## src/rtl/iq_sample_packer.sv

```systemverilog
// ----------------------------------------------------------------------------
// iq_sample_packer
//
// Pairs independently strobed I and Q ADC samples into one {I, Q} word and
// writes it to the ADC sample FIFO one cycle after the pair completes. A
// sample that arrives first is held for up to SKEW_MAX cycles while it waits
// for its partner. The block counts written pairs and pairs dropped on FIFO
// full, and raises a sticky error when a sample is thrown away unmatched.
//
// Ports
//   clk        in   system clock, rising edge
//   arstn      in   asynchronous active-low reset
//   enable     in   packing enable; low discards held samples, blocks writes
//   clr_stats  in   pulse; clears pair_cnt, drop_cnt, skew_err
//   i_data     in   I sample, qualified by i_valid
//   i_valid    in   I sample strobe
//   q_data     in   Q sample, qualified by q_valid
//   q_valid    in   Q sample strobe
//   fifo_full  in   FIFO full flag
//   fifo_data  out  packed {I, Q}; valid while fifo_we is high
//   fifo_we    out  FIFO write enable
//   pair_cnt   out  pairs written (saturating)
//   drop_cnt   out  pairs dropped on fifo_full (saturating)
//   skew_err   out  sticky: a sample was discarded unmatched
// ----------------------------------------------------------------------------
module iq_sample_packer #(
    parameter int DATA_WIDTH = 32,
    parameter int SKEW_MAX   = 16,
    parameter int CNT_WIDTH  = 16
) (
    input  logic                    clk,
    input  logic                    arstn,
    input  logic                    enable,
    input  logic                    clr_stats,
    input  logic [DATA_WIDTH-1:0]   i_data,
    input  logic                    i_valid,
    input  logic [DATA_WIDTH-1:0]   q_data,
    input  logic                    q_valid,
    input  logic                    fifo_full,
    output logic [2*DATA_WIDTH-1:0] fifo_data,
    output logic                    fifo_we,
    output logic [CNT_WIDTH-1:0]    pair_cnt,
    output logic [CNT_WIDTH-1:0]    drop_cnt,
    output logic                    skew_err
);

    typedef enum logic [1:0] {
        IDLE   = 2'd0,
        HAVE_I = 2'd1,
        HAVE_Q = 2'd2
    } state_t;

    // The timer reads 0 on the first cycle after a sample is held, so the
    // last cycle a partner can still arrive is the one where it reads
    // SKEW_MAX-1; if nothing arrives then, the sample is discarded.
    localparam logic [7:0] TIMEOUT = 8'(SKEW_MAX - 1);

    state_t                  state_q, state_d;
    logic [DATA_WIDTH-1:0]   hold_i_q, hold_i_d;
    logic [DATA_WIDTH-1:0]   hold_q_q, hold_q_d;
    logic [7:0]              timer_q, timer_d;
    logic [2*DATA_WIDTH-1:0] fifo_data_q, fifo_data_d;
    logic                    fifo_we_q, fifo_we_d;
    logic [CNT_WIDTH-1:0]    pair_cnt_q, pair_cnt_d;
    logic [CNT_WIDTH-1:0]    drop_cnt_q, drop_cnt_d;
    logic                    skew_err_q, skew_err_d;

    logic                    complete;
    logic                    discard;
    logic [2*DATA_WIDTH-1:0] pair;

    function automatic logic [CNT_WIDTH-1:0] sat_inc(input logic [CNT_WIDTH-1:0] v);
        return (&v) ? v : v + {{(CNT_WIDTH-1){1'b0}}, 1'b1};
    endfunction

    always_comb begin
        state_d  = state_q;
        hold_i_d = hold_i_q;
        hold_q_d = hold_q_q;
        timer_d  = 8'd0;
        complete = 1'b0;
        discard  = 1'b0;
        pair     = {hold_i_q, hold_q_q};

        if (!enable) begin
            // Held samples are dropped silently; strobes are ignored.
            state_d = IDLE;
        end else begin
            case (state_q)
                IDLE: begin
                    if (i_valid && q_valid) begin
                        complete = 1'b1;
                        pair     = {i_data, q_data};
                    end else if (i_valid) begin
                        hold_i_d = i_data;
                        state_d  = HAVE_I;
                    end else if (q_valid) begin
                        hold_q_d = q_data;
                        state_d  = HAVE_Q;
                    end
                end
                HAVE_I: begin
                    if (q_valid) begin
                        complete = 1'b1;
                        pair     = {hold_i_q, q_data};
                        if (i_valid) begin
                            // New I starts the next pair in the same cycle.
                            hold_i_d = i_data;
                        end else begin
                            state_d = IDLE;
                        end
                    end else if (i_valid) begin
                        discard  = 1'b1;
                        hold_i_d = i_data;
                    end else if (timer_q == TIMEOUT) begin
                        discard = 1'b1;
                        state_d = IDLE;
                    end else begin
                        timer_d = timer_q + 8'd1;
                    end
                end
                HAVE_Q: begin
                    if (i_valid) begin
                        complete = 1'b1;
                        pair     = {i_data, hold_q_q};
                        if (q_valid) begin
                            hold_q_d = q_data;
                        end else begin
                            state_d = IDLE;
                        end
                    end else if (q_valid) begin
                        discard  = 1'b1;
                        hold_q_d = q_data;
                    end else if (timer_q == TIMEOUT) begin
                        discard = 1'b1;
                        state_d = IDLE;
                    end else begin
                        timer_d = timer_q + 8'd1;
                    end
                end
                default: state_d = IDLE;
            endcase
        end

        // fifo_full is looked at only in the completing cycle.
        fifo_we_d   = complete && !fifo_full;
        fifo_data_d = fifo_we_d ? pair : fifo_data_q;

        // A clear wins over any event arriving in the same cycle.
        if (clr_stats) begin
            pair_cnt_d = '0;
            drop_cnt_d = '0;
            skew_err_d = 1'b0;
        end else begin
            pair_cnt_d = (complete && !fifo_full) ? sat_inc(pair_cnt_q) : pair_cnt_q;
            drop_cnt_d = (complete &&  fifo_full) ? sat_inc(drop_cnt_q) : drop_cnt_q;
            skew_err_d = skew_err_q | discard;
        end
    end

    always_ff @(posedge clk or negedge arstn) begin
        if (!arstn) begin
            state_q     <= IDLE;
            hold_i_q    <= '0;
            hold_q_q    <= '0;
            timer_q     <= 8'd0;
            fifo_data_q <= '0;
            fifo_we_q   <= 1'b0;
            pair_cnt_q  <= '0;
            drop_cnt_q  <= '0;
            skew_err_q  <= 1'b0;
        end else begin
            state_q     <= state_d;
            hold_i_q    <= hold_i_d;
            hold_q_q    <= hold_q_d;
            timer_q     <= timer_d;
            fifo_data_q <= fifo_data_d;
            fifo_we_q   <= fifo_we_d;
            pair_cnt_q  <= pair_cnt_d;
            drop_cnt_q  <= drop_cnt_d;
            skew_err_q  <= skew_err_d;
        end
    end

    assign fifo_data = fifo_data_q;
    assign fifo_we   = fifo_we_q;
    assign pair_cnt  = pair_cnt_q;
    assign drop_cnt  = drop_cnt_q;
    assign skew_err  = skew_err_q;

endmodule
```

## config.mk

```make
export PLATFORM = sky130hd
export DESIGN_NAME = iq_sample_packer
export DESIGN_NICKNAME = d
export VERILOG_FILES = /design/src/rtl/iq_sample_packer.sv
export SDC_FILE = /design/constraint.sdc
export NUM_CORES = 1
export LEC_CHECK = 0
export BUFFER_PORTS_ARGS = -buffer_cell sky130_fd_sc_hd__buf_2
export CORE_MARGIN = 3
export CORE_UTILIZATION = 49
export CTS_CLUSTER_DIAMETER = 30
export DETAILED_ROUTE_END_ITERATION = 12
export HOLD_SLACK_MARGIN = 0.03
export MAX_ROUTING_LAYER = met4
export PLACE_DENSITY_LB_ADDON = 0.3
export SLEW_MARGIN = 10
export SYNTH_ARGS = -nofsm -noshare
export SYNTH_HDL_FRONTEND = slang
export SYNTH_SLANG_ARGS = --single-unit
```

## constraint.sdc

```tcl
create_clock -name clk -period 1.9 [get_ports clk]
set_clock_uncertainty 0.15 [all_clocks]
set_input_delay 0.095 -clock clk [delete_from_list [all_inputs] [get_ports clk]]
set_output_delay 0.095 -clock clk [all_outputs]
set_load 0.01 [all_outputs]
```

==> Word-level counts from Yosys, hierarchy flattened <==
Index checks and enable logic that the tools add are counted.
{ "word_totals": {"register_bits": 172, "out_inout_bits": 98} }
{ "classes": {"n_addsub": 3, "eq_ne": 11, "mux": 50, "bitwise_logic": 1, "reduce_logical": 16} }
{ "op_table": {"columns": ["op", "count"], "rows": [
  ["$mux W32", 6],
  ["$mux W64", 3],
  ["$pmux W64 S3", 1],
  ["$pmux W32 S2", 2],
  ["$mux W16", 6],
  ["$mux W8", 6],
  ["$add A16 B1 Y16 const B", 2],
  ["$reduce_and A16 Y1", 2],
  ["$mux W2", 11],
  ["$pmux W8 S2", 1],
  ["$mux W1", 11],
  ["$ne A3 B3 Y1 const B", 3],
  ["$add A8 B1 Y8 const B", 1],
  ["$eq A8 B4 Y1 const B", 1],
  ["$ne A2 B2 Y1 const B", 4],
  ["$reduce_and A4 Y1", 2],
  ["$reduce_bool A2 Y1", 4],
  ["$pmux W2 S3", 1],
  ["$ne A4 B4 Y1 const B", 1],
  ["$reduce_and A2 Y1", 2],
  ["$logic_and A1 B1 Y1", 3],
  ["$pmux W1 S3", 1],
  ["$reduce_and A3 Y1", 1],
  ["$eq A2 B1 Y1 const B", 1],
  ["other kinds (5)", 5]
]} }

==> Longest topological paths before layout <==
Gate-level depths: netlist of run 1.
{ "depth": {"depth_word": 8, "depth_mapped": 10, "depth_no_buf": 7} }

==> Worst setup path after synthesis of run 1 <==
No wires, ideal clock.
{ "synth_timing": {"path_type": "reg-to-reg", "from": "reg state_q[1]", "to": "reg pair_cnt_q[11] (netlist: pair_cnt[11])", "arrival_time_ns": 1.890, "t_required_ns": 1.672, "path_slack_ns": -0.218, "path_stages_with_launch": 9, "period_less_slack_ns": 2.118, "path_cell_list": "dfrtp_1 inv_1 ha_1 a22oi_2 a211oi_2 o2111ai_1 buf_2 or3_1 a21oi_1"} }
{ "synth_via": {"elab_chain_cells": 6, "elab_cells_between_ends": 8, "cone_classes": "eq/ne: 2; mux: 2; reduce/logical: 4"} }
{ "synth_lines": {"columns": ["item", "line", "text"], "rows": [
  ["from (decl)", "58", "state_t state_q, state_d;"],
  ["from (signal assigned)", "173", "state_q <= state_d;"],
  ["$eq A2 B2 Y1 (tied with other cells)", "89", "case (state_q)"],
  ["$pmux W1 S3 *", "89", null],
  ["$mux W1 *", "85", "if (!enable) begin"],
  ["$logic_and A1 B1 Y1 *", "155", "pair_cnt_d = (complete && !fifo_full) ? sat_inc(pair_cnt_q) : pair_cnt_q;"],
  ["$reduce_bool A2 Y1 (no line) *", null, null],
  ["$reduce_and A2 Y1 (no line) *", null, null],
  ["to (signal assigned)", "179", "pair_cnt_q <= pair_cnt_d;"],
  ["to (decl)", "64", "logic [CNT_WIDTH-1:0] pair_cnt_q, pair_cnt_d;"]
]} }
Mark *: on every way between the ends. The rest lies on a longest branch, timed or not.
A chain may end at the register's enable or synchronous reset.

==> Final worst setup path of run 1 <==
{ "layout_timing": {"from": "reg state_q[0]", "to": "reg fifo_data_q[18] (netlist: fifo_data[18])"} }
{ "layout_via": {"elab_chain_cells": 4, "elab_cells_between_ends": 8, "cone_classes": "eq/ne: 2; mux: 4; reduce/logical: 2"} }
{ "layout_lines": {"columns": ["item", "line", "text"], "rows": [
  ["$eq A2 B2 Y1 (tied with other cells)", "89", null],
  ["$pmux W1 S3", "89", null],
  ["$mux W1", "85", null],
  ["$logic_and A1 B1 Y1", "146", "fifo_we_d = complete && !fifo_full;"],
  ["to (signal assigned)", "177", "fifo_data_q <= fifo_data_d;"],
  ["to (decl)", "62", "logic [2*DATA_WIDTH-1:0] fifo_data_q, fifo_data_d;"]
]} }
Parallel ways exist; a longest one is shown, timed or not.

==> results.md, run 1 <==
Status:
- The flow ran to the end, but the final reports show violations.
- The final reports fail on negative setup slack.

Synthesis:
- The number of storage elements in the synthesis netlist is 172.
- The leading register cell type out of synthesis is sky130_fd_sc_hd__dfrtp_1.
- The number of flops mapped to enable cells by yosys is 0.
- The average cell area after synthesis is between 10 and 15 um^2.
- The fraction of registers with async set/reset is 100%.
- Synthesis produced a netlist with a net count of approximately 800.
- After synthesis, flip-flops and latches occupy 55.3% of the total area.
- The gate count after technology mapping is between 700 and 800.
- The synthesis warning total is 0.
- Yosys mapped the design onto 51 distinct sky130hd cell types.
- The cell area that synthesis handed to floorplanning was 0.00778 mm^2.

Detailed routing:
- Using the TritonRoute via totals, the vias-per-cell ratio works out to 6.11.
- In this run, the number of DRC markers left after iteration 0 of detailed routing was 581.
- The post-route DRC violation count is 0.
- In the final routing, the length of wire on met1 measures 10900 um.
- The wire length per cell after detailed routing is about 24 um.
- In the detailed route, the total length drawn on met3 is around 2300 um.
- Summed over all layers, the routed wires come to between 30000 and 40000 um.
- In the detailed route, the total length drawn on met2 is roughly 16000 um.
- The vias after detailed routing is between 7000 and 8000.
- The post-detailed-route count of antenna-violating nets is 0.
- The first TritonRoute pass finished after 5 iterations.
- The highest metal layer carrying signal wires in the routed design is met4.

Flow run:
- The number of max-cap violations is 0.

Clock network:
- After clock tree synthesis, the clock-pin slew on the worst setup and hold paths is approximately 0.070 ns.
- The clock tree from TritonCTS is built.
- The number of clock sinks seen by CTS is around 170.
- Clock tree synthesis selected as its root buffer the cell sky130_fd_sc_hd__clkbuf_16.
- At the later pin of the worst-skew pair, clock insertion delay measures roughly 0.43 ns.
- The deepest clock path buffer count is 2.
- The number of levels the H-tree was split into is 4.
- TritonCTS created 17 clock buffers.

Final layout:
- The layout cell share with drive strength beyond 1 is about 53%.
- The library cell used most frequently in the layout, excluding fill and tap cells, is sky130_fd_sc_hd__dfrtp_1.
- Measured on the finished design, the core utilization comes to a little over 80%.
- The repair_antennas step left the layout with diodes totalling 0.
- From synthesis to final layout, the design area changed by 63.4%.
- The finished layout holds 1261 standard cells, fillers aside.
- The final-stage net count is 1115.
- The library cells used most frequently in the layout, excluding fill and tap cells, are 172 x sky130_fd_sc_hd__dfrtp_1, 168 x sky130_fd_sc_hd__buf_2, 76 x sky130_fd_sc_hd__nor2_1.

Die:
- The die width is 132 um.
- The floorplan step defined a die boundary enclosing 0.0174 mm^2.
- The initial utilization of the core area, before any placement, comes to 50.6%.
- The boundary pin count is roughly 170.
- Measured along the y axis, the die boundary spans 132 um.
- The placeable core region is ~0.015 mm^2.
- The standard-cell row count is 45.

Power and ir drop:
- The clock network accounts for about 23% of the total power.
- For this design the static power due to leakage is 5.65 nW.
- Of the total power, the share spent switching nets is 35.3%.
- Per report_power, the sequential group accounts for 39.1% of the total.
- The internal power contribution is just under 0.01 W.
- The net load switching power is 0.00537 W.
- IR analysis of the VDD net gives a maximum drop of 0.896 mV.
- The share of total power dissipated in combinational logic is a little under two fifths.
- Dividing total power by cell area gives a power density of ~1200 mW/mm^2.

Timing:
- Static timing analysis puts the maximum clock frequency at roughly 430 MHz.
- After layout, the worst path uses 122% of the clock period.
- Across all setup checks in the final design, the least slack found is -0.423 ns.
- Setup repair after global routing could not meet its margin everywhere.
- The measured slew at the worst slew-check pin is 0.732 ns.
- The max-slew violation total from the final report is 0.
- The hold violation total from the final report was 0.
- The setup TNS after final layout is -42.61 ns.
- Headroom to the max-slew limit came out at between 50% and 60%.
- The post-route minimum period is around 2.3 ns.
- Setup violations remaining at the end of the flow were counted as around 160.

Setup path:
- The critical path is of the reg2reg type.
- The data arrival time at the worst-slack endpoint is ~2.5 ns.
- The largest stage delay on the critical path is about 0.48 ns.
- The critical path endpoint category is a flip-flop.
- On the critical path, the stage with the largest delay is an instance of sky130_fd_sc_hd__or3_4.
- The register-to-register setup slack is -0.42 ns.
- For the worst setup path, the data required time is 2.06 ns.
- Traced cell by cell, the critical path runs through inv_2, buf_12, ha_4, buf_8, nand2b_4, a21oi_2, or3_4, buf_12, a22oi_2, a21oi_2.
- The highest fanout seen on the critical path is 8.
- The kind of launch point of the worst setup path is a flip-flop.

GRT:
- The via count of the first global-routing pass came to 7922.
- The global-route wire length before repair is 43700 um.
- For this run the aggregate overflow at the end of global routing stands at 0.
- The overall fraction of global-route tracks in use is roughly a third.
- The initial antenna violation count is 0.
- The pin count of the biggest net entering global routing is between 70 and 80.

Place:
- The congestion estimate from routability-driven global placement came to 0.826.
- The cell count after placement is between 1000 and 1500.
- The count of buffers from port buffering is between 150 and 200.
- Summed over all nets, the half-perimeter wirelength after detailed placement is approximately 12000 um.

Hold path:
- The tightest min-delay check is of the in2reg type.
[power groups by stage]
stage	Combinational [W]	Sequential, W	Clock, W
after floorplan	0.00190	0.00587	0
after global placement	0.00352	0.00557	0
after detailed placement	0.00362	0.00563	0
after CTS	0.00489	0.00571	0.00346
after global routing	0.00609	0.00605	0.00365
final	0.00577	0.00596	0.00350
[flip-flops by register name, summed over array words and instances, names as in the netlist]
register,cells
fifo_data,64
skew_err,1
drop_cnt,16
fifo_we,1
hold_q_q,32
hold_i_q,32
timer_q,8
pair_cnt,16
state_q,2
[synthesized netlist by cell type (2+ instances only)]
master	number	area share [%]
sky130_fd_sc_hd__dfrtp_1	172	55
sky130_fd_sc_hd__nor2_1	116	5.6
sky130_fd_sc_hd__a21oi_1	87	5.6
sky130_fd_sc_hd__a22oi_1	53	5.1
sky130_fd_sc_hd__mux2_2	51	7.4
sky130_fd_sc_hd__clkbuf_1	21	1.0
sky130_fd_sc_hd__buf_2	20	1.3
sky130_fd_sc_hd__nand2_1	18	0.87
sky130_fd_sc_hd__mux2_1	15	2.2
sky130_fd_sc_hd__nand3_1	15	0.96
sky130_fd_sc_hd__xnor2_1	15	1.7
sky130_fd_sc_hd__a32oi_1	11	1.2
sky130_fd_sc_hd__inv_1	10	0.48
sky130_fd_sc_hd__nand4_1	9	0.72
sky130_fd_sc_hd__o21ai_0	9	0.58
sky130_fd_sc_hd__xor2_1	9	1.0
sky130_fd_sc_hd__or3_1	8	0.64
sky130_fd_sc_hd__buf_1	7	0.34
sky130_fd_sc_hd__ha_1	7	1.1
sky130_fd_sc_hd__nand2b_1	7	0.56
sky130_fd_sc_hd__and3_1	6	0.48
sky130_fd_sc_hd__nor4_2	5	0.80
sky130_fd_sc_hd__nor2b_1	4	0.32
sky130_fd_sc_hd__nor4_1	4	0.32
sky130_fd_sc_hd__nor3_1	3	0.19
sky130_fd_sc_hd__o22ai_1	3	0.24
sky130_fd_sc_hd__or4_1	3	0.29
sky130_fd_sc_hd__a211o_1	2	0.23
sky130_fd_sc_hd__a21o_1	2	0.19
sky130_fd_sc_hd__and2_1	2	0.16
sky130_fd_sc_hd__mux2i_1	2	0.26
sky130_fd_sc_hd__o2111ai_1	2	0.23
sky130_fd_sc_hd__or2_1	2	0.16
[routing by layer]
metal / vias up / global-route usage, %
met5: - / -
met4: 0 / 12.0
met3: 118 / 6.30
met2: 500 / 55.7
met1: 3857 / 38.7
li1: 3231 / -
[layout make-up]
cell class                      count  area (um^2)
Multi-Input combinational cell    488         4400
Sequential cell                   172         4300
Timing Repair Buffer              348         3130
Fill cell                         760         2660
Clock buffer                       20          467
Tap cell                          211          264
Clock inverter                     12          111
Inverter                           10         37.5
[through the flow]
| step | total power [W] | instance area [um^2] | hold slack [ns] | worst slack, ns |
|---|---|---|---|---|
| final | 0.0152 | 12700 | 0.0728 | -0.423 |
| after global routing | 0.0158 | 12700 | 0.0857 | -0.450 |
| after CTS | 0.0141 | 12100 | 0.0371 | -0.280 |
| after detailed placement | 0.00925 | 9240 | -0.128 | -0.356 |
| after global placement | 0.00909 | 9240 | -0.131 | -0.281 |
| after floorplan | 0.00777 | 7870 | -0.351 | -0.152 |
[path summary, 6_finish.rpt]
kind / from / end / cells after the start
min in group asynchronous: arstn / fifo_data[16] / 3
worst max-delay path: state_q[0] / fifo_data[18] / 10
worst max register to register: state_q[0] / fifo_data[18] / 10
max in group asynchronous: arstn / hold_i_q[7] / 4
worst min-delay path: clr_stats / pair_cnt[0] / 2
worst min register to register: timer_q[0] / timer_q[0] / 1
[repair_timing]
action / in CTS / in global routing
pin swaps: 25 / 70
gates cloned: 21 / 8
setup endpoints to repair: 162 / 163
hold endpoints to repair: 301 / 0
gates resized for setup: 211 / 125
buffers inserted: 30 / 5
hold buffers: 67 / 0
[critical path: cells and delay by family, from the launching register on]
family                   cells  cell delay [ns]
flip-flops                   1             0.39
AO/OA/AOI/OAI                3             0.40
adder cells (fa/ha/maj)      1             0.17
AND/OR/NAND/NOR              2             0.56
buffers and inverters        4             0.54
[logic make-up (layout without fill, tap and decap cells)]
kind of cell,Yosys count,in the layout,share of synthesized area (%)
adder cells (fa/ha/maj),7,7,1.13
multiplexers,68,68,9.81
AND/OR/NAND/NOR,207,207,12.9
XOR/XNOR,24,24,2.70
buffers and inverters,59,390,3.26
AO/OA/AOI/OAI,181,182,14.9
flip-flops,172,172,55.3
Power figures use the tool's default switching activity.
==> run 2, diff against run 1 <==
==> constraint.sdc (replaced) <==
create_clock -name clk -period 2.09 [get_ports clk]
set_clock_uncertainty 0.15 [all_clocks]
set_input_delay 0.1045 -clock clk [delete_from_list [all_inputs] [get_ports clk]]
set_output_delay 0.1045 -clock clk [all_outputs]
set_load 0.01 [all_outputs]
==> run 2 against run 1 <==
Compared with the run above:
- the flow still finishes with violations (negative setup slack)
- sequential share of layout area increased by 3.6 points
- cell area fell by 9.5%
- cell count is 2.8% lower
- maximum frequency grew 4.4%
- register-to-register slack gained 0.29 ns
- sequential cell count is the same
- core utilization shrank 7.9 points
- global-route usage decreased by 9.6 points
- worst setup slack improved by 0.29 ns
- die area is the same
- sequential power fell by 13%
==> results.md, run 2 (same netlist as run 1, synthesis figures left out) <==
Status:
- Outcome: finished, violations left (unchanged).
- Violations in the final reports: negative setup slack (unchanged).

Power and ir drop:
- The total power after layout is 0.0124 W (was 0.0152 W).
- The static leakage power is 5.11 nW (was 5.65 nW).
- The peak supply drop is 0.718 mV (was 0.896 mV).
- The power density normalized to cell area is 1080 mW/mm^2 (was 1200 mW/mm^2).

Final layout:
- The growth of design area from synthesis to finish is 47.8% (was 63.4%).
- The layout cell share with drive strength beyond 1 is 43.0% (was 53.4%).
- The final-stage net count came to 1078 (was 1115).
- The final standard cell count with taps included and fillers excluded is 1226 (was 1261).
- The flip-flop count of the largest register after layout is 64 (unchanged).
- The most common cell after layout, fill and taps aside was sky130_fd_sc_hd__dfrtp_1 (unchanged).
- Leading cell types in the layout, fill and taps excluded: 172 x sky130_fd_sc_hd__dfrtp_1, 168 x sky130_fd_sc_hd__buf_2, 110 x sky130_fd_sc_hd__nor2_1 (was 172 x sky130_fd_sc_hd__dfrtp_1, 168 x sky130_fd_sc_hd__buf_2, 76 x sky130_fd_sc_hd__nor2_1).
- The filler cell count in the final layout was 989 (was 760).

Detailed routing:
- The vias after detailed routing is 6935 (was 7706).
- The wire length after detailed routing was 23200 um (was 30100 um).
- The violation count after the first detailed-route iteration came to 424 (was 581).
- The post-detailed-route count of antenna-violating nets is 0 (unchanged).
- The wire length per cell after detailed routing is 18.9 um (was 23.9 um).
- The post-route DRC violation count came to 0 (unchanged).
- The first-pass iteration count of the detailed router is 5 (unchanged).
- The average vias per placed instance is 5.66 (was 6.11).

Die:
- The die width is 132 um (unchanged).
- The area of the die is 0.0174 mm^2 (unchanged).
- The placeable core region is 0.0154 mm^2 (unchanged).
- The standard-cell row count was 45 (unchanged).
- The initial cell density of the core came to 50.6% (unchanged).
- The boundary pin count is 169 (unchanged).
- The die span in y is 132 um (unchanged).

Flow run:
- The number of max-cap violations was 0 (unchanged).

Timing:
- The achievable clock frequency is 449 MHz (was 430 MHz).
- The post-route minimum period came to 2.23 ns (was 2.32 ns).
- The worst slew margin relative to its limit is 53.2% (was 51.2%).
- The final worst hold slack was 0.0755 ns (was 0.0728 ns).
- The period utilization is 107% (was 122%).
- The max-slew violation total from the final report came to 0 (unchanged).
- Unrepaired setup endpoints after global routing: yes (unchanged).
- The measured slew at the worst slew-check pin is 0.702 ns (was 0.732 ns).
- The final setup slack of the worst path is -0.136 ns (was -0.423 ns).
- The hold violation total from the final report was 0 (unchanged).
- The final-report setup violation count is 89 (was 163).

Hold path:
- The worst hold path class is in2reg (unchanged).
- The beginning of the worst hold path is clr_stats (unchanged).
- The number of cells on the worst hold path is 2 (unchanged).
- The worst hold endpoint was pair_cnt[12] (was pair_cnt[0]).

GRT:
- The via count of the first global-routing pass is 6432 (was 7922).
- The initial antenna violation count was 2 (was 0).
- The remaining global-route overflow is 0 (unchanged).
- The overall fraction of global-route tracks in use is 23.1% (was 32.7%).
- The global-route wire length before repair came to 32200 um (was 43700 um).
- The pin count of the biggest net entering global routing is 63 (was 72).

Clock network:
- The clock transition time at the flip-flop clock pins of the worst setup and hold paths is 0.07 ns (about the same).
- The deepest clock path buffer count is 2 (unchanged).
- The root buffer selected by CTS is sky130_fd_sc_hd__clkbuf_16 (unchanged).
- The clock network latency to the later pin of the worst-skew pair is 0.43 ns (about the same).
- The total clock buffers created by CTS is 17 (unchanged).
- The number of clock sinks seen by CTS was 172 (unchanged).
- The number of levels the H-tree was split into is 4 (unchanged).
- The clock tree from TritonCTS is built (unchanged).

Setup path:
- The required time at the worst-slack endpoint was 2.29 ns (was 2.06 ns).
- The data arrival time at the worst-slack endpoint is 2.43 ns (was 2.48 ns).
- The kind of launch point of the worst setup path is a flip-flop (unchanged).
- The highest fanout seen on the critical path came to 5 (was 8).
- The critical path endpoint category was a flip-flop (unchanged).
- The terminus of the critical flop-to-flop path is pair_cnt[15] (was fifo_data[18]).
- The register-to-register setup slack is -0.14 ns (was -0.42 ns).
- The launch point of the worst reg-to-reg path is state_q[1] (was state_q[0]).
- The number of cells on the worst reg-to-reg path is 8 (was 10).
- The type of the worst setup path is reg2reg (unchanged).

Place:
- The routability congestion estimate is 0.819 (was 0.826).
- The cell count after placement was 1096 (was 1103).
- The worst setup slack after placement is -0.128 ns (was -0.356 ns).
- The count of buffers from port buffering is 168 (unchanged).
- The detailed-placement wirelength estimate is 11900 um (was 12400 um).
[run 2: changes by cell type in the layout (fill, tap and decap cells not counted), sizes merged]
cell,before,now
buf,274,236
diode,0,2
dlygate4sd3,67,69
a211o,3,2
bufbuf,1,0
clkbuf,26,27
clkinv,5,6
clkinvlp,3,2
[run 2: per-layer routing]
metal	part of all wire (%)	global-route usage, %
met5	0	-
met4	1.9	5.83
met3	6.5	5.76
met2	50	36.6
met1	41	30.0
[run 2: worst max path at each step]
stage	startpoint	end	slack, ns	cells past startpoint
2_1_floorplan	state_q[0]	pair_cnt[11]	0.003	9
3_3_place_gp	state_q[0]	drop_cnt[15]	-0.09	6
3_5_place_dp	state_q[0]	drop_cnt[10]	-0.13	7
4_1_cts	state_q[0]	pair_cnt[15]	-0.08	8
5_1_grt	state_q[1]	pair_cnt[15]	-0.24	8
6_report	state_q[1]	pair_cnt[15]	-0.14	8
[run 2: layout make-up]
type	instances	area [um^2]	area share [%]
clock inverter	12	115	1.00
timing repair buffer	312	2490	21.7
antenna	2	5.00	0.0435
multi-input combinational	487	3830	33.3
tap	211	264	2.30
inverter	10	37.5	0.326
sequential	172	4300	37.4
clock buffer	20	447	3.89
[run 2: repair_timing]
action	CTS	global route
cloned	1	12
buffers inserted	5	9
hold endpoints to repair	305	0
setup endpoints to repair	86	149
gates resized for setup	26	118
hold buffers	70	0
pin swaps	6	35
[run 2: critical path, cell delays in order, from the launching register on]
cell                        delay [ns]
sky130_fd_sc_hd__dfrtp_1          0.41
sky130_fd_sc_hd__inv_2            0.11
sky130_fd_sc_hd__ha_4             0.15
sky130_fd_sc_hd__a22oi_2          0.11
sky130_fd_sc_hd__a211oi_4         0.33
sky130_fd_sc_hd__o2111ai_2        0.18
sky130_fd_sc_hd__buf_4            0.19
sky130_fd_sc_hd__or4_4            0.41
sky130_fd_sc_hd__a21oi_2          0.13
[run 2: through the flow]
stage               util [%]  TNS [ns]  instance area, um^2
global placement        59.7     -3.20                 9180
global route            74.8    -14.94                11500
detailed placement      59.7     -5.92                 9180
finish                  74.8     -3.26                11500
CTS                     69.2    -0.227                10600
floorplan                  -         0                 7800
[run 2: report_power, final]
part,switching (W),internal (W)
sequential,0.000736,0.00447
clock,0.00136,0.00169
combinational,0.00205,0.00213
==> run 3, diff against run 2 <==
--- a/config.mk
+++ b/config.mk
@@ -11,7 +11,6 @@
 export CTS_CLUSTER_DIAMETER = 30
 export DETAILED_ROUTE_END_ITERATION = 12
 export HOLD_SLACK_MARGIN = 0.03
-export MAX_ROUTING_LAYER = met4
 export PLACE_DENSITY_LB_ADDON = 0.3
 export SLEW_MARGIN = 10
 export SYNTH_ARGS = -nofsm -noshare
==> run 3 against run 2 <==
Compared with the run above:
- the run still ends with negative setup slack left
- highest routed layer is now met5
- sequential cell count is the same
- largest power group unchanged
- clock power about the same
- critical path depth did not move
- critical path type unchanged
- sequential power is essentially flat
- cell count is essentially flat
- via count is 0.72% lower
- critical endpoint unchanged
==> results.md, run 3 (same netlist as run 1, synthesis figures left out) <==
Detailed routing:
- The wire length after detailed routing came to 23100 um (was 23200 um).
- The post-detailed-route count of antenna-violating nets is 0 (unchanged).
- The violation count after the first detailed-route iteration is 381 (was 424).
- The post-route DRC violation count came to 0 (unchanged).
- The average vias per placed instance came to 5.62 (was 5.66).
- The wire length per cell after detailed routing was 18.8 um (was 18.9 um).
- The first-pass iteration count of the detailed router is 5 (unchanged).
- The vias after detailed routing is 6885 (was 6935).

Setup path:
- The required time at the worst-slack endpoint came to 2.29 ns (about the same).
- The register-to-register setup slack is -0.12 ns (was -0.14 ns).
- The type of the worst setup path is reg2reg (unchanged).
- The kind of launch point of the worst setup path is a flip-flop (unchanged).
- The buffers plus inverters on the worst setup path came to 2 (unchanged).
- The number of cells on the worst reg-to-reg path was 8 (unchanged).
- The launch point of the worst reg-to-reg path is state_q[1] (unchanged).
- Critical Path, Cell by Cell: inv_2, ha_4, a22oi_2, a211oi_4, o2111ai_2, buf_4, or4_4, a21oi_2 (unchanged).
- The number of stages on the worst setup path is 8 (unchanged).
- The highest fanout seen on the critical path is 5 (unchanged).
- The largest stage delay on the critical path is 0.41 ns (about the same).
- The critical path endpoint category is a flip-flop (unchanged).
- The terminus of the critical flop-to-flop path is pair_cnt[15] (unchanged).
- The standard cell with the maximum stage delay on the critical path is sky130_fd_sc_hd__dfrtp_1 (unchanged).
- The family with the most delay on the worst path is compound AO/OA/AOI/OAI gates (unchanged).
- The data arrival time at the worst-slack endpoint is 2.41 ns (was 2.43 ns).

Timing:
- Unrepaired setup endpoints after global routing: yes (unchanged).
- The period utilization is 106% (was 107%).
- The setup TNS after final layout is -2.77 ns (was -3.26 ns).
- The achievable clock frequency is 453 MHz (was 449 MHz).
- The final worst hold slack is 0.0647 ns (was 0.0755 ns).
- The post-route minimum period came to 2.21 ns (was 2.23 ns).
- The final setup slack of the worst path is -0.117 ns (was -0.136 ns).
- The final-report setup violation count was 94 (was 89).
- The measured slew at the worst slew-check pin is 0.676 ns (was 0.702 ns).
- The hold violation total from the final report is 0 (unchanged).
- The worst slew margin relative to its limit was 54.9% (was 53.2%).
- The max-slew violation total from the final report is 0 (unchanged).

Final layout:
- The filler cell count in the final layout is 982 (was 989).
- The most common cell after layout, fill and taps aside was sky130_fd_sc_hd__dfrtp_1 (unchanged).
- The combined area of the multi-input logic cells is 0.00383 mm^2 (about the same).
- The final-stage net count was 1078 (unchanged).
- The layout cell share with drive strength beyond 1 came to 43.0% (unchanged).
- The flip-flop count of the largest register after layout is 64 (unchanged).
- The combined flip-flop and latch cell area is 0.00430 mm^2 (unchanged).
- Leading cell types in the layout, fill and taps excluded: 172 x sky130_fd_sc_hd__dfrtp_1, 168 x sky130_fd_sc_hd__buf_2, 110 x sky130_fd_sc_hd__nor2_1 (unchanged).
- The growth of design area from synthesis to finish is 47.7% (was 47.8%).

Power and ir drop:
- The peak supply drop is 0.720 mV (was 0.718 mV).
- The power density normalized to cell area is 1080 mW/mm^2 (about the same).
- The total power after layout was 0.0124 W (about the same).
- The static leakage power came to 5.10 nW (was 5.11 nW).

Clock network:
- The root buffer selected by CTS was sky130_fd_sc_hd__clkbuf_16 (unchanged).
- The total clock buffers created by CTS is 17 (unchanged).
- The clock transition time at the flip-flop clock pins of the worst setup and hold paths is 0.07 ns (about the same).
- The deepest clock path buffer count came to 2 (unchanged).
- The clock tree from TritonCTS is built (unchanged).
- The clock network latency to the later pin of the worst-skew pair is 0.43 ns (about the same).
- The number of levels the H-tree was split into came to 4 (unchanged).
- The number of clock sinks seen by CTS is 172 (unchanged).

GRT:
- The global-route wire length before repair is 32300 um (was 32200 um).
- The overall fraction of global-route tracks in use is 22.4% (was 23.1%).
- The remaining global-route overflow came to 0 (unchanged).
- The initial antenna violation count is 2 (unchanged).
- The via count of the first global-routing pass is 6432 (unchanged).
- The pin count of the biggest net entering global routing is 63 (unchanged).

Hold path:
- The beginning of the worst hold path is clr_stats (unchanged).
- The worst hold endpoint is pair_cnt[12] (unchanged).
- The worst hold path class is in2reg (unchanged).
- The number of cells on the worst hold path was 2 (unchanged).

Place:
- The detailed-placement wirelength estimate is 11900 um (unchanged).
- The worst setup slack after placement was -0.128 ns (unchanged).
- The routability congestion estimate is 0.807 (was 0.819).
- The count of buffers from port buffering is 168 (unchanged).

Die:
- The placeable core region is 0.0154 mm^2 (unchanged).
- The die width came to 132 um (unchanged).
- The area of the die came to 0.0174 mm^2 (unchanged).
- The boundary pin count was 169 (unchanged).
- The initial cell density of the core is 50.6% (unchanged).
- The standard-cell row count is 45 (unchanged).
- The die span in y is 132 um (unchanged).

Status:
- Outcome: finished, violations left (unchanged).
- Violations in the final reports: negative setup slack (unchanged).

Flow run:
- The number of max-cap violations is 0 (unchanged).
-- run 3: metrics by stage --
stage	cell area [um^2]	cells	utilization (%)
floorplan	7800	718	-
global route	11500	1225	74.8
finish	11500	1225	74.8
global placement	9180	1096	59.7
detailed placement	9180	1096	59.7
CTS	10600	1204	69.2
-- run 3: repair_timing --
action                                 in CTS  in global routing
pin swaps                                   6                 36
hold buffers                               70                  0
buffers inserted                            5                  9
setup endpoints to repair                  86                149
endpoints found under the hold margin     305                  0
gates cloned                                1                 12
resized for setup                          26                117
-- run 3: worst max-delay path by stage --
stage                   endpoint  startpoint  slack (ns)
finish              pair_cnt[15]  state_q[1]       -0.12
global route        pair_cnt[15]  state_q[1]       -0.24
CTS                 pair_cnt[15]  state_q[0]       -0.08
detailed placement  drop_cnt[10]  state_q[0]       -0.13
global placement    drop_cnt[15]  state_q[0]       -0.09
floorplan           pair_cnt[11]  state_q[0]       0.003
-- run 3: routing by layer --
metal / up-vias / global-route usage [%] / routed length (um)
met5: - / 0 / 7
met2: 263 / 36.5 / 11600
li1: 3148 / - / -
met1: 3431 / 30.0 / 9580
met3: 41 / 6.18 / 1500
met4: 2 / 5.83 / 362
-- run 3: power by group --
group | total, W | internal (W) | switching (W)
registers | 0.00521 | 0.00447 | 0.000741
logic | 0.00416 | 0.00212 | 0.00204
clock network | 0.00305 | 0.00169 | 0.00136
-- run 3: layout make-up --
class                           count  share of cell area [%]
Sequential cell                   172                    37.5
Multi-Input combinational cell    487                    33.3
Timing Repair Buffer              312                    21.7
Clock buffer                       20                    3.89
Tap cell                          211                    2.30
Clock inverter                     12                    1.00
Inverter                           10                   0.327
Antenna cell                        1                  0.0218
